$ cat config.mk
export PLATFORM = sky130hd
export DESIGN_NAME = qed_dup_sequencer
export DESIGN_NICKNAME = d
export VERILOG_FILES = /design/src/rtl/qed_dup_sequencer.sv
export SDC_FILE = /design/constraint.sdc
export NUM_CORES = 1
export LEC_CHECK = 0
export ABC_AREA = 1
export ABC_CLOCK_PERIOD_IN_PS = 3300
export CORE_MARGIN = 3
export CORE_UTILIZATION = 44
export CTS_CLUSTER_DIAMETER = 200
export CTS_CLUSTER_SIZE = 10
export DETAILED_ROUTE_END_ITERATION = 6
export GPL_ROUTABILITY_DRIVEN = 0
export GPL_TIMING_DRIVEN = 0
export SYNTH_ARGS = -nofsm -noshare
export SYNTH_HDL_FRONTEND = slang
export SYNTH_SLANG_ARGS = --single-unit
$ cat constraint.sdc
create_clock -name clk -period 3.3 [get_ports clk]
set_input_delay 0.495 -clock clk [delete_from_list [all_inputs] [get_ports clk]]
set_output_delay 0.495 -clock clk [all_outputs]
set_load 0.01 [all_outputs]
$ cat src/rtl/qed_dup_sequencer.sv
// qed_dup_sequencer
// Sits between instruction fetch and the QED instruction mux. In the
// original phase it forwards fetched instructions and records each one in a
// circular buffer. On exec_dup it replays the buffered originals in order,
// flagged with qimux_sel so the mux applies the duplicate transform. When
// nothing valid can be issued it injects NOP.
//
// Ports:
//   clk, rst               clock, synchronous active-high reset
//   ena                    QED enable (0 = transparent pass-through)
//   exec_dup               request to enter the duplicate phase
//   stall_IF               fetch stalled: hold all state and outputs
//   ifu_valid/instruction  fetch handshake, ifu_ready is combinational
//   qic_qimux_instruction  registered instruction to the mux
//   qimux_valid            registered: instruction is real, not injected
//   qimux_sel              registered: 1 = apply duplicate transform
//   qed_done               registered, sticky: all duplicates issued
//   count                  registered buffer occupancy
module qed_dup_sequencer #(
  parameter int          DEPTH  = 16,
  parameter int          ADDR_W = $clog2(DEPTH),
  parameter logic [31:0] NOP    = 32'h00000013
) (
  input  logic              clk,
  input  logic              rst,
  input  logic              ena,
  input  logic              exec_dup,
  input  logic              stall_IF,
  input  logic              ifu_valid,
  input  logic [31:0]       ifu_instruction,
  output logic              ifu_ready,
  output logic [31:0]       qic_qimux_instruction,
  output logic              qimux_valid,
  output logic              qimux_sel,
  output logic              qed_done,
  output logic [ADDR_W:0]   count
);

  typedef enum logic [1:0] {S_ORIG, S_DUP, S_DONE} state_e;

  localparam logic [ADDR_W:0] FULL = (ADDR_W+1)'(DEPTH);
  localparam logic [ADDR_W:0] ONE  = (ADDR_W+1)'(1);

  state_e              state_q, state_d;
  logic [ADDR_W-1:0]   wr_ptr_q, wr_ptr_d;
  logic [ADDR_W-1:0]   rd_ptr_q, rd_ptr_d;
  logic [ADDR_W:0]     count_q, count_d;
  logic [31:0]         instr_q, instr_d;
  logic                valid_q, valid_d;
  logic                sel_q, sel_d;
  logic                done_q, done_d;
  logic [31:0]         buf_q [DEPTH];
  logic                xfer;

  // Ready depends only on control state, never on ifu_valid.
  always_comb begin
    ifu_ready = 1'b0;
    if (!rst && !stall_IF) begin
      if (!ena)                   ifu_ready = 1'b1;
      else if (state_q == S_ORIG) ifu_ready = !exec_dup && (count_q < FULL);
    end
  end

  assign xfer = ifu_valid && ifu_ready;

  always_comb begin
    state_d  = state_q;
    wr_ptr_d = wr_ptr_q;
    rd_ptr_d = rd_ptr_q;
    count_d  = count_q;
    instr_d  = instr_q;
    valid_d  = valid_q;
    sel_d    = sel_q;
    done_d   = done_q;
    if (!stall_IF) begin
      if (!ena) begin
        // Pass-through: forget any recorded run.
        state_d  = S_ORIG;
        wr_ptr_d = '0;
        rd_ptr_d = '0;
        count_d  = '0;
        done_d   = 1'b0;
        instr_d  = xfer ? ifu_instruction : NOP;
        valid_d  = xfer;
        sel_d    = 1'b0;
      end else begin
        case (state_q)
          S_ORIG: begin
            instr_d = xfer ? ifu_instruction : NOP;
            valid_d = xfer;
            sel_d   = 1'b0;
            if (xfer) begin
              wr_ptr_d = wr_ptr_q + 1'b1;
              count_d  = count_q + ONE;
            end
            // An empty buffer has nothing to replay, so the request is dropped.
            if (exec_dup && count_q != '0) state_d = S_DUP;
          end
          S_DUP: begin
            if (count_q != '0) begin
              instr_d  = buf_q[rd_ptr_q];
              valid_d  = 1'b1;
              sel_d    = 1'b1;
              rd_ptr_d = rd_ptr_q + 1'b1;
              count_d  = count_q - ONE;
              if (count_q == ONE) state_d = S_DONE;
            end else begin
              instr_d = NOP;
              valid_d = 1'b0;
              sel_d   = 1'b0;
              state_d = S_DONE;
            end
          end
          S_DONE: begin
            instr_d = NOP;
            valid_d = 1'b0;
            sel_d   = 1'b0;
            done_d  = 1'b1;
          end
          default: begin
            state_d = S_ORIG;
          end
        endcase
      end
    end
  end

  always_ff @(posedge clk) begin
    if (rst) begin
      state_q  <= S_ORIG;
      wr_ptr_q <= '0;
      rd_ptr_q <= '0;
      count_q  <= '0;
      instr_q  <= NOP;
      valid_q  <= 1'b0;
      sel_q    <= 1'b0;
      done_q   <= 1'b0;
    end else begin
      state_q  <= state_d;
      wr_ptr_q <= wr_ptr_d;
      rd_ptr_q <= rd_ptr_d;
      count_q  <= count_d;
      instr_q  <= instr_d;
      valid_q  <= valid_d;
      sel_q    <= sel_d;
      done_q   <= done_d;
    end
  end

  // Buffer storage has no reset; occupancy and pointers define what is live.
  // Only ORIG-phase transfers with QED enabled are recorded.
  always_ff @(posedge clk) begin
    if (xfer && ena && state_q == S_ORIG) buf_q[wr_ptr_q] <= ifu_instruction;
  end

  assign qic_qimux_instruction = instr_q;
  assign qimux_valid           = valid_q;
  assign qimux_sel             = sel_q;
  assign qed_done              = done_q;
  assign count                 = count_q;

endmodule

Yosys cells after proc, flatten, opt, wreduce, memory -nomap -nowiden:

Memory sizes are Yosys's and may differ from the RTL's. A register that Yosys moved wholly into a read port is not among the register bits.
Index checks and enable logic that the tools add are counted.

* add/subtract/negate cells: 4
* magnitude comparators: 1
* equality and inequality tests: 16
* mux-type cells: 33
* bitwise operators: 1
* reduce and logical (&&, ||, !) cells: 19

Operator list (number)
* 32-bit 2-to-1 mux: 3
* 32-bit case mux with 3 select lines: 1
* 4-bit 2-to-1 mux: 8
* 5-bit 2-to-1 mux: 3
* 1-bit 2-to-1 mux: 10
* 2-bit by 1-bit inequality test with 1-bit output (second input constant): 5
* 5-bit case mux with 2 select lines: 1
* 4-bit by 1-bit adder with 4-bit output (second input constant): 2
* 2-bit 2-to-1 mux: 4
* 4-bit AND reduction: 2
* 1-bit logical AND: 6
* 3-bit by 2-bit inequality test with 1-bit output (second input constant): 2
* 3-bit inequality test (second input constant): 2
* 2-bit case mux with 3 select lines: 1
* 2-bit AND reduction: 3
* 3-bit AND reduction: 2
* 5-bit by 1-bit adder with 5-bit output (second input constant): 1
* 5-bit by 1-bit == test with 1-bit output (second input constant): 1
* 5-bit < comparator (second input constant): 1
* 5-bit nonzero test: 1
* 5-bit by 1-bit subtractor with 5-bit output (second input constant): 1
* 4-bit by 1-bit inequality test with 1-bit output (second input constant): 1
* 4-bit inequality test (second input constant): 1
* 1-bit logical NOT: 3
* 9 further kinds: 9

* flip-flop bits (word level): 50
* bits in writable memories: 512
* input bits: 38
* output and inout port bits: 41
* logic and storage cells: 83
* memories: 1

Memory list
* buf_q: depth 16, width 32, rd ports 1, clocked after memory_dff 1, write ports 1, line 52 `logic [31:0] buf_q [DEPTH];`

Depth between registers and ports, before layout:

Gate-level depths: netlist of run 1.

* depth in word-level cells: 10
* depth in mapped cells: 14
* mapped depth without buffers: 12

Worst setup path after synthesis of run 1:

OpenSTA, ideal clock, no wires.

* path kind: register to register
* start point: register state_q[0]
* end point: memory buf_q[0][0], enable pin
* arrival time: 2644 ps
* data required time: 2879 ps
* path slack: 235 ps
* stages on the path, launching flop included: 9
* clock period less this slack: 3065 ps
* cell sequence: dfxtp_1 -> inv_1 -> ha_1 -> inv_2 -> o31ai_4 -> nand4_1 -> inv_1 -> nand2_1 -> nor2_1

* word-level cells in the longest chain between the ends: 9

Ends and longest elaborated chain
* from (decl): line 44 `state_e state_q, state_d;`
* from (signal assigned): line 139 `state_q <= state_d;`
* 2-bit logical NOT *: line 60, 153
* 1-bit 2-to-1 mux: line 60 `else if (state_q == S_ORIG) ifu_ready = !exec_dup && (count_q < FULL);`
* 1-bit 2-to-1 mux: line 59 `if (!ena) ifu_ready = 1'b1;`
* 1-bit 2-to-1 mux: line 58 `if (!rst && !stall_IF) begin`
* 1-bit logical AND: line 64 `assign xfer = ifu_valid && ifu_ready;`
* 1-bit logical AND: line 153 `if (xfer && ena && state_q == S_ORIG) buf_q[wr_ptr_q] <= ifu_instruction;`
* 1-bit logical AND *: line 153
* 1-bit 2-to-1 mux *: line 153
* 1-bit 2-to-1 mux (not written as such) *: line 153
* to (decl): line 52

Mark *: on every way between the ends. The rest lies on a longest branch, timed or not.

Worst setup path after layout of run 1:

* start point: input rst
* end point: output ifu_ready

* word-level cells in the longest chain between the ends: 3

Ends and longest elaborated chain
* from (decl): line 25 `input logic rst,`
* 1-bit logical NOT: line 58
* 1-bit logical AND: line 58
* 1-bit 2-to-1 mux: line 58
* to (decl): line 31 `output logic ifu_ready,`

Every way passes these cells.

==> metrics.yaml, run 1 <==
sta:
  setup_tns_ns: 0
  fin_crit_sh_pct: 94.9
  holdWs_ns: 0.460
  worst_pin_slew_ns: 1.24
  hold_violations: 0
  rsz0062_at_grt: "no"
  max-slew-margin-rel_pct: 17.5
  clock_skew_ns: 0.0202
  fin_crit_ns: 3.13
  max_freq_mhz: 319
  drv_slew: 0
  setup_violations: 0
synthesis:
  ys_types: 32
  synthAdderAreaFrac_pct: 0.648
  synth_top_area_cell: "edfxtp_1"
  syn_inst: 2001
  yosysWarnings: 0
  synth_top_family_by_area: "simple AND/OR/NAND/NOR gates"
  synthXorXnorAreaFrac_pct: 0.113
  synthMuxAreaShare_pct: 0
  ys_seq_area_share_pct: 71.1
  yosys.area_share.simple_pct: 16.9
  yosysTopAreaCellShare_pct: 66.4
  synth.cell_area_um2: 23200
  synthFlopType: "edfxtp_1"
  synth_compound_area_share_pct: 6.32
  postSynthRegisterBits: 566
  synth-edff-count: 512
  synthTopCellsByArea: "edfxtp_1 66%, nand3_1 7.9%, nand2_1 6.8%"
  avgSynthCellArea_um2: 11.6
  syn-num-nets: 2051
  async_flop_share_pct: 0
worst_setup_path:
  crit_chain: "clkdlybuf4s50_1 > clkbuf_2 > clkinvlp_4 > buf_2 > nand2_1 > nor2_1 > clkdlybuf4s50_1"
  max_stage_delay_ns: 0.50
  criticalPathCategory: "in2out"
  critPathMaxFanout: 10
  critical_path.top_delay_family: "buffers and inverters"
  crit_buf_inv: 5
  critPathSlowestCell: "clkdlybuf4s50_1"
  end_kind: "output pin"
  arrival_ns: 2.64
  worst-endpoint-required_ns: 2.80
  crit_path_frequent_cell: "clkdlybuf4s50_1"
  r2r_start: "state_q[0]"
  startpoint_type: "input pin"
  setup.worst_path.start: "rst"
power:
  powerDensity_nw_per_um2: 581
  power_mw: 15.8
  p_sw_share_pct: 22.5
  p_seq_share_pct: 50.0
  p_switching_mw: 3.57
  worst_ir_drop_vdd_mv: 0.314
  p_int_mw: 12.3
  clock_power_share_pct: 43.0
  pwr-share-comb_pct: 7.0
  power_leakage_nw: 9.56
grt:
  antenna_found_initial: 3
  grtUsageTotal_pct: 26.0
  grt_max_degree: 24
  grt_pass1_vias: 16262
  grt_pass1_wl_um: 106000
  grt-ovfl-total: 0
layout:
  nets: 2214
  syn_to_final_growth_pct: 17.7
  final_cell_mix: "512 x edfxtp_1, 417 x nand2_1, 367 x nand3_1"
  final_common_cell: "edfxtp_1"
  final_core_util_pct: 52.7
  drive_gt1_share_pct: 9.09
clock_network:
  insertion_delay_ns: 0.59
  numCtsBuffers: 66
  clkTransAtPathRegs_ns: 0.06
  cts_setup_buffers: 0
  root_buffer: "clkbuf_16"
  clockBufferDepth: 3
  cts_tree: "yes"
  clkSinkCount: 566
  h-tree-depth: 3
die:
  coreArea_um2: 51700
  initial_core_util_pct: 44.8
  die_h_um: 235
  die_x_um: 235
  ios: 79
  row_count: 83
  fp.dieArea_um2: 55400
place:
  dpl.hpwl_um: 46600
  portBuffers: 78
detailed_routing:
  vias: 16583
  wire_per_inst_um: 25.2
  drcViolationCount: 0
  drt-pass1-iter-count: 7
  antenna_left: 0
  drtIter0Drc: 1949
  drt_wl_total_um: 72900
  vias_per_cell: 5.73
worst_hold_path:
  min-delay-start: "qimux_sel"
  min_path_type: "reg2reg"
run:
  drv_cap: 0
status:
  status: "completed"
## worst min-delay path, stage by stage, from the launching register on
cell and delay, ns:
dfxtp_1 0.31, nand2_1 0.06, a21oi_1 0.05
## cell families after synthesis
kind of cell	after synthesis
compound gates	273
simple gates	908
xor+xnor	3
fa+ha+maj	12
flops	566
buf+inv	239
## cell usage after synthesis (2+ instances only)
master,instances
nand4_1,5
o21ai_0,117
nor2_1,110
o21ai_1,6
ha_1,12
clkbuf_1,26
buf_1,19
buf_6,16
inv_2,5
inv_1,111
nand2_2,2
dfxtp_1,54
a21oi_1,121
buf_2,47
nand2_1,417
o211ai_1,24
nand3_2,2
xor2_1,2
nor2_4,2
edfxtp_1,512
nand3_1,367
buf_4,14
## what timing repair did
| item | in CTS | in global routing |
|---|---|---|
| setup endpoints to repair | 1 | 0 |
| hold buffers | 0 | 0 |
| gates resized for setup | 2 | 0 |
## power groups by stage
stage | logic (mW) | clock network, mW | registers, mW
4_1_cts | 1.10 | 6.87 | 7.91
3_3_place_gp | 1.07 | 0 | 8.06
3_5_place_dp | 1.10 | 0 | 8.06
5_1_grt | 1.20 | 7.16 | 7.91
2_1_floorplan | 0.552 | 0 | 8.07
6_report | 1.11 | 6.82 | 7.91
## routing by layer
layer	part of all wire, %	vias up	GRT usage, %	routed length [um]
li1	-	7400	-	-
met1	40	8174	34.4	29400
met2	48	830	42.8	34600
met3	8.2	177	5.01	5940
met4	3.9	2	9.53	2870
met5	0.014	-	0	10
## layout make-up
class | count | area, um^2
diodes | 2 | 5.00
plain buffers | 123 | 706
clock buffers | 114 | 1940
clock inverters | 2 | 38.8
fillers | 4489 | 24500
inverters | 116 | 439
multi-input cells | 1196 | 5680
flip-flops and latches | 566 | 16500
well taps | 680 | 851
repair buffers | 95 | 1140
## path summary, 6_finish.rpt
check                  to  slack, ns  cells past startpoint
max             ifu_ready       0.17                      7
min             qimux_sel       0.46                      2
max reg2reg  buf_q[2][30]       0.29                      9
min reg2reg     qimux_sel       0.46                      2
## sequential cells by signal (all words and copies together), names as in the netlist, named ones only
| signal | count |
|---|---|
| count | 5 |
| rd_ptr_q | 4 |
| qimux_sel | 1 |
| buf_q | 512 |
| qic_qimux_instruction | 32 |
| state_q | 2 |
| qed_done | 1 |
| wr_ptr_q | 4 |
| qimux_valid | 1 |
## metrics by stage
step	cell area, um^2	worst slack, ns	std cells
final	27300	0.169	2894
after global routing	27300	0.0510	2892
after CTS	27300	0.128	2892
after detailed placement	25300	-0.145	2776
after global placement	24800	-2.42	2759
after floorplan	23200	0.235	2001
Power figures use the tool's default switching activity.
==> run 2: changes to the inputs <==
--- a/config.mk
+++ b/config.mk
@@ -7,6 +7,7 @@
 export LEC_CHECK = 0
 export ABC_AREA = 1
 export ABC_CLOCK_PERIOD_IN_PS = 3300
+export CAP_MARGIN = 5
 export CORE_MARGIN = 3
 export CORE_UTILIZATION = 44
 export CTS_CLUSTER_DIAMETER = 200
==> constraint.sdc (replaced) <==
create_clock -name clk -period 3.3 [get_ports clk]
set_input_delay 0.66 -clock clk [delete_from_list [all_inputs] [get_ports clk]]
set_output_delay 0.66 -clock clk [all_outputs]
set_load 0.01 [all_outputs]
==> metrics.yaml, run 2 (synthesis gave the netlist of run 1 again) <==
worst_setup_path:
  reg2reg_slack_ns: 0.25  # -0.04 ns
  reg2reg_to: "buf_q[2][13]"
  r2r_start: "state_q[1]"
  startpoint_type: "input pin"
  end_kind: "output pin"
  r2r_cells: 9  # unchanged
  critPathMaxFanout: 11  # +1
  criticalPathCategory: "in2out"
  arrival_ns: 2.55  # -0.09 ns
  worst-endpoint-required_ns: 2.64  # -0.16 ns
sta:
  fin_crit_ns: 3.21  # +0.0773 ns
  fin_crit_sh_pct: 97.2  # +2.3 points
  setup_violations: 0  # unchanged
  hold_violations: 0  # unchanged
  clock_skew_ns: 0.0250  # +0.00483 ns
  worst_pin_slew_ns: 1.26  # +0.0190 ns
  holdWs_ns: 0.460  # +0.000584 ns
  max_freq_mhz: 312  # -2.4%
  drv_slew: 0  # unchanged
  rsz0062_at_grt: "no"
  max-slew-margin-rel_pct: 16.3  # -1.3 points
grt:
  grtUsageTotal_pct: 26.0  # +0.037 points
  grt_pass1_wl_um: 106000  # +0.21%
  grt_pass1_vias: 16257  # -0.031%
  grt_max_degree: 24  # unchanged
  grt-ovfl-total: 0  # unchanged
  antenna_found_initial: 3  # unchanged
layout:
  fill_cells: 4465  # -0.53%
  multi_input_area_um2: 5680  # unchanged
  nets: 2214  # unchanged
  fin_area_um2: 27300  # about the same
  final_cell_mix: "512 x edfxtp_1, 417 x nand2_1, 367 x nand3_1"
  regMostFlops: "buf_q"
  largest_register_ffs: 512  # unchanged
  drive_gt1_share_pct: 9.12  # +0.037 points
  syn_to_final_growth_pct: 17.7  # about the same
  register_area_um2: 16500  # unchanged
  final_common_cell: "edfxtp_1"
detailed_routing:
  vias: 16590  # +0.042%
  drt_wl_total_um: 73100  # +0.37%
  antenna_left: 0  # unchanged
  drcViolationCount: 0  # unchanged
  drt-pass1-iter-count: 6  # -1
  vias_per_cell: 5.73  # about the same
  drtIter0Drc: 1917  # -1.6%
  wire_per_inst_um: 25.2  # +0.26%
die:
  row_count: 83  # unchanged
  fp.dieArea_um2: 55400  # unchanged
  die_x_um: 235  # unchanged
  initial_core_util_pct: 44.8  # unchanged
  ios: 79  # unchanged
  die_h_um: 235  # unchanged
  coreArea_um2: 51700  # unchanged
power:
  worst_ir_drop_vdd_mv: 0.468  # +49%
  power_mw: 15.8  # -0.28%
  power_leakage_nw: 9.55  # -0.10%
  powerDensity_nw_per_um2: 580  # -0.24%
place:
  portBuffers: 78  # unchanged
  place_area_um2: 25300  # unchanged
  dpl.hpwl_um: 46600  # about the same
clock_network:
  insertion_delay_ns: 0.60  # about the same
  clkSinkCount: 566  # unchanged
  cts_tree: "yes"
  clockBufferDepth: 3  # unchanged
  root_buffer: "clkbuf_16"
  numCtsBuffers: 66  # unchanged
  h-tree-depth: 3  # unchanged
  clkTransAtPathRegs_ns: 0.05  # about the same
worst_hold_path:
  min_path_type: "reg2reg"
  hold_end: "qimux_sel"
  min-delay-start: "qimux_sel"
  hold_path_depth: 2  # unchanged
status:
  status: "completed"
run:
  drv_cap: 0  # unchanged
run 2: changes by cell type in the layout (fill, tap and decap cells not counted):
| cell | before | now |
|---|---|---|
| inv_6 | 1 | 2 |
| diode_2 | 2 | 3 |
| clkbuf_1 | 68 | 69 |
| buf_2 | 47 | 46 |
| clkinv_8 | 0 | 3 |
| buf_4 | 14 | 15 |
| clkbuf_16 | 71 | 68 |
run 2: final cells by class:
cell class                      instances  share of cell area, %
Clock inverter                          6                  0.354
Antenna cell                            3                 0.0275
Buffer                                122                   2.57
Inverter                              116                   1.61
Sequential cell                       566                   60.4
Multi-Input combinational cell       1196                   20.9
Tap cell                              680                   3.12
Timing Repair Buffer                   96                   4.22
Clock buffer                          112                   6.85
run 2: worst max-delay path, cell delays in order:
cell and delay, ns:
clkdlybuf4s50_1 0.50, clkbuf_2 0.32, clkinvlp_4 0.35, nand2_1 0.15
nor2_1 0.06, clkdlybuf4s50_1 0.49
run 2: worst max path at each step:
stage,startpoint,end,slack [ns],cells after the start
finish,rst,ifu_ready,0.09,6
global route,rst,ifu_ready,0.008,6
CTS,rst,ifu_ready,0.04,7
detailed placement,rst,ifu_ready,-0.45,7
global placement,stall_IF,buf_q[0][16],-2.59,6
floorplan,exec_dup,buf_q[0][0],0.21,5
run 2: power by group:
| group | switching (mW) | internal, mW |
|---|---|---|
| logic | 0.759 | 0.357 |
| registers | 0.0424 | 7.87 |
| clock network | 2.83 | 3.93 |
run 2: per-layer routing:
layer  part of all wire (%)  vias to the layer above  routed length, um  global-route usage, %
li1                       -                     7406                  -                      -
met1                     40                     8190              29500                   34.4
met2                     48                      837              34900                   42.9
met3                    8.2                      157               5990                   4.90
met4                    3.7                        0               2670                   9.77
met5                      0                        -                  0                      0
run 2: stage by stage:
step / TNS (ns) / worst slack, ns / utilization [%] / instances
2_1_floorplan: 0 / 0.210 / - / 2001
3_3_place_gp: -1161.36 / -2.59 / 47.9 / 2759
3_5_place_dp: -27.47 / -0.447 / 48.9 / 2776
4_1_cts: 0 / 0.0401 / 52.7 / 2895
5_1_grt: 0 / 0.00819 / 52.7 / 2894
6_report: 0 / 0.0921 / 52.7 / 2897
run 2: repair_timing:
action | in CTS | in global routing
setup buffers | 1 | 0
gates resized for setup | 2 | 0
hold buffers | 0 | 0
setup endpoints to repair | 1 | 1
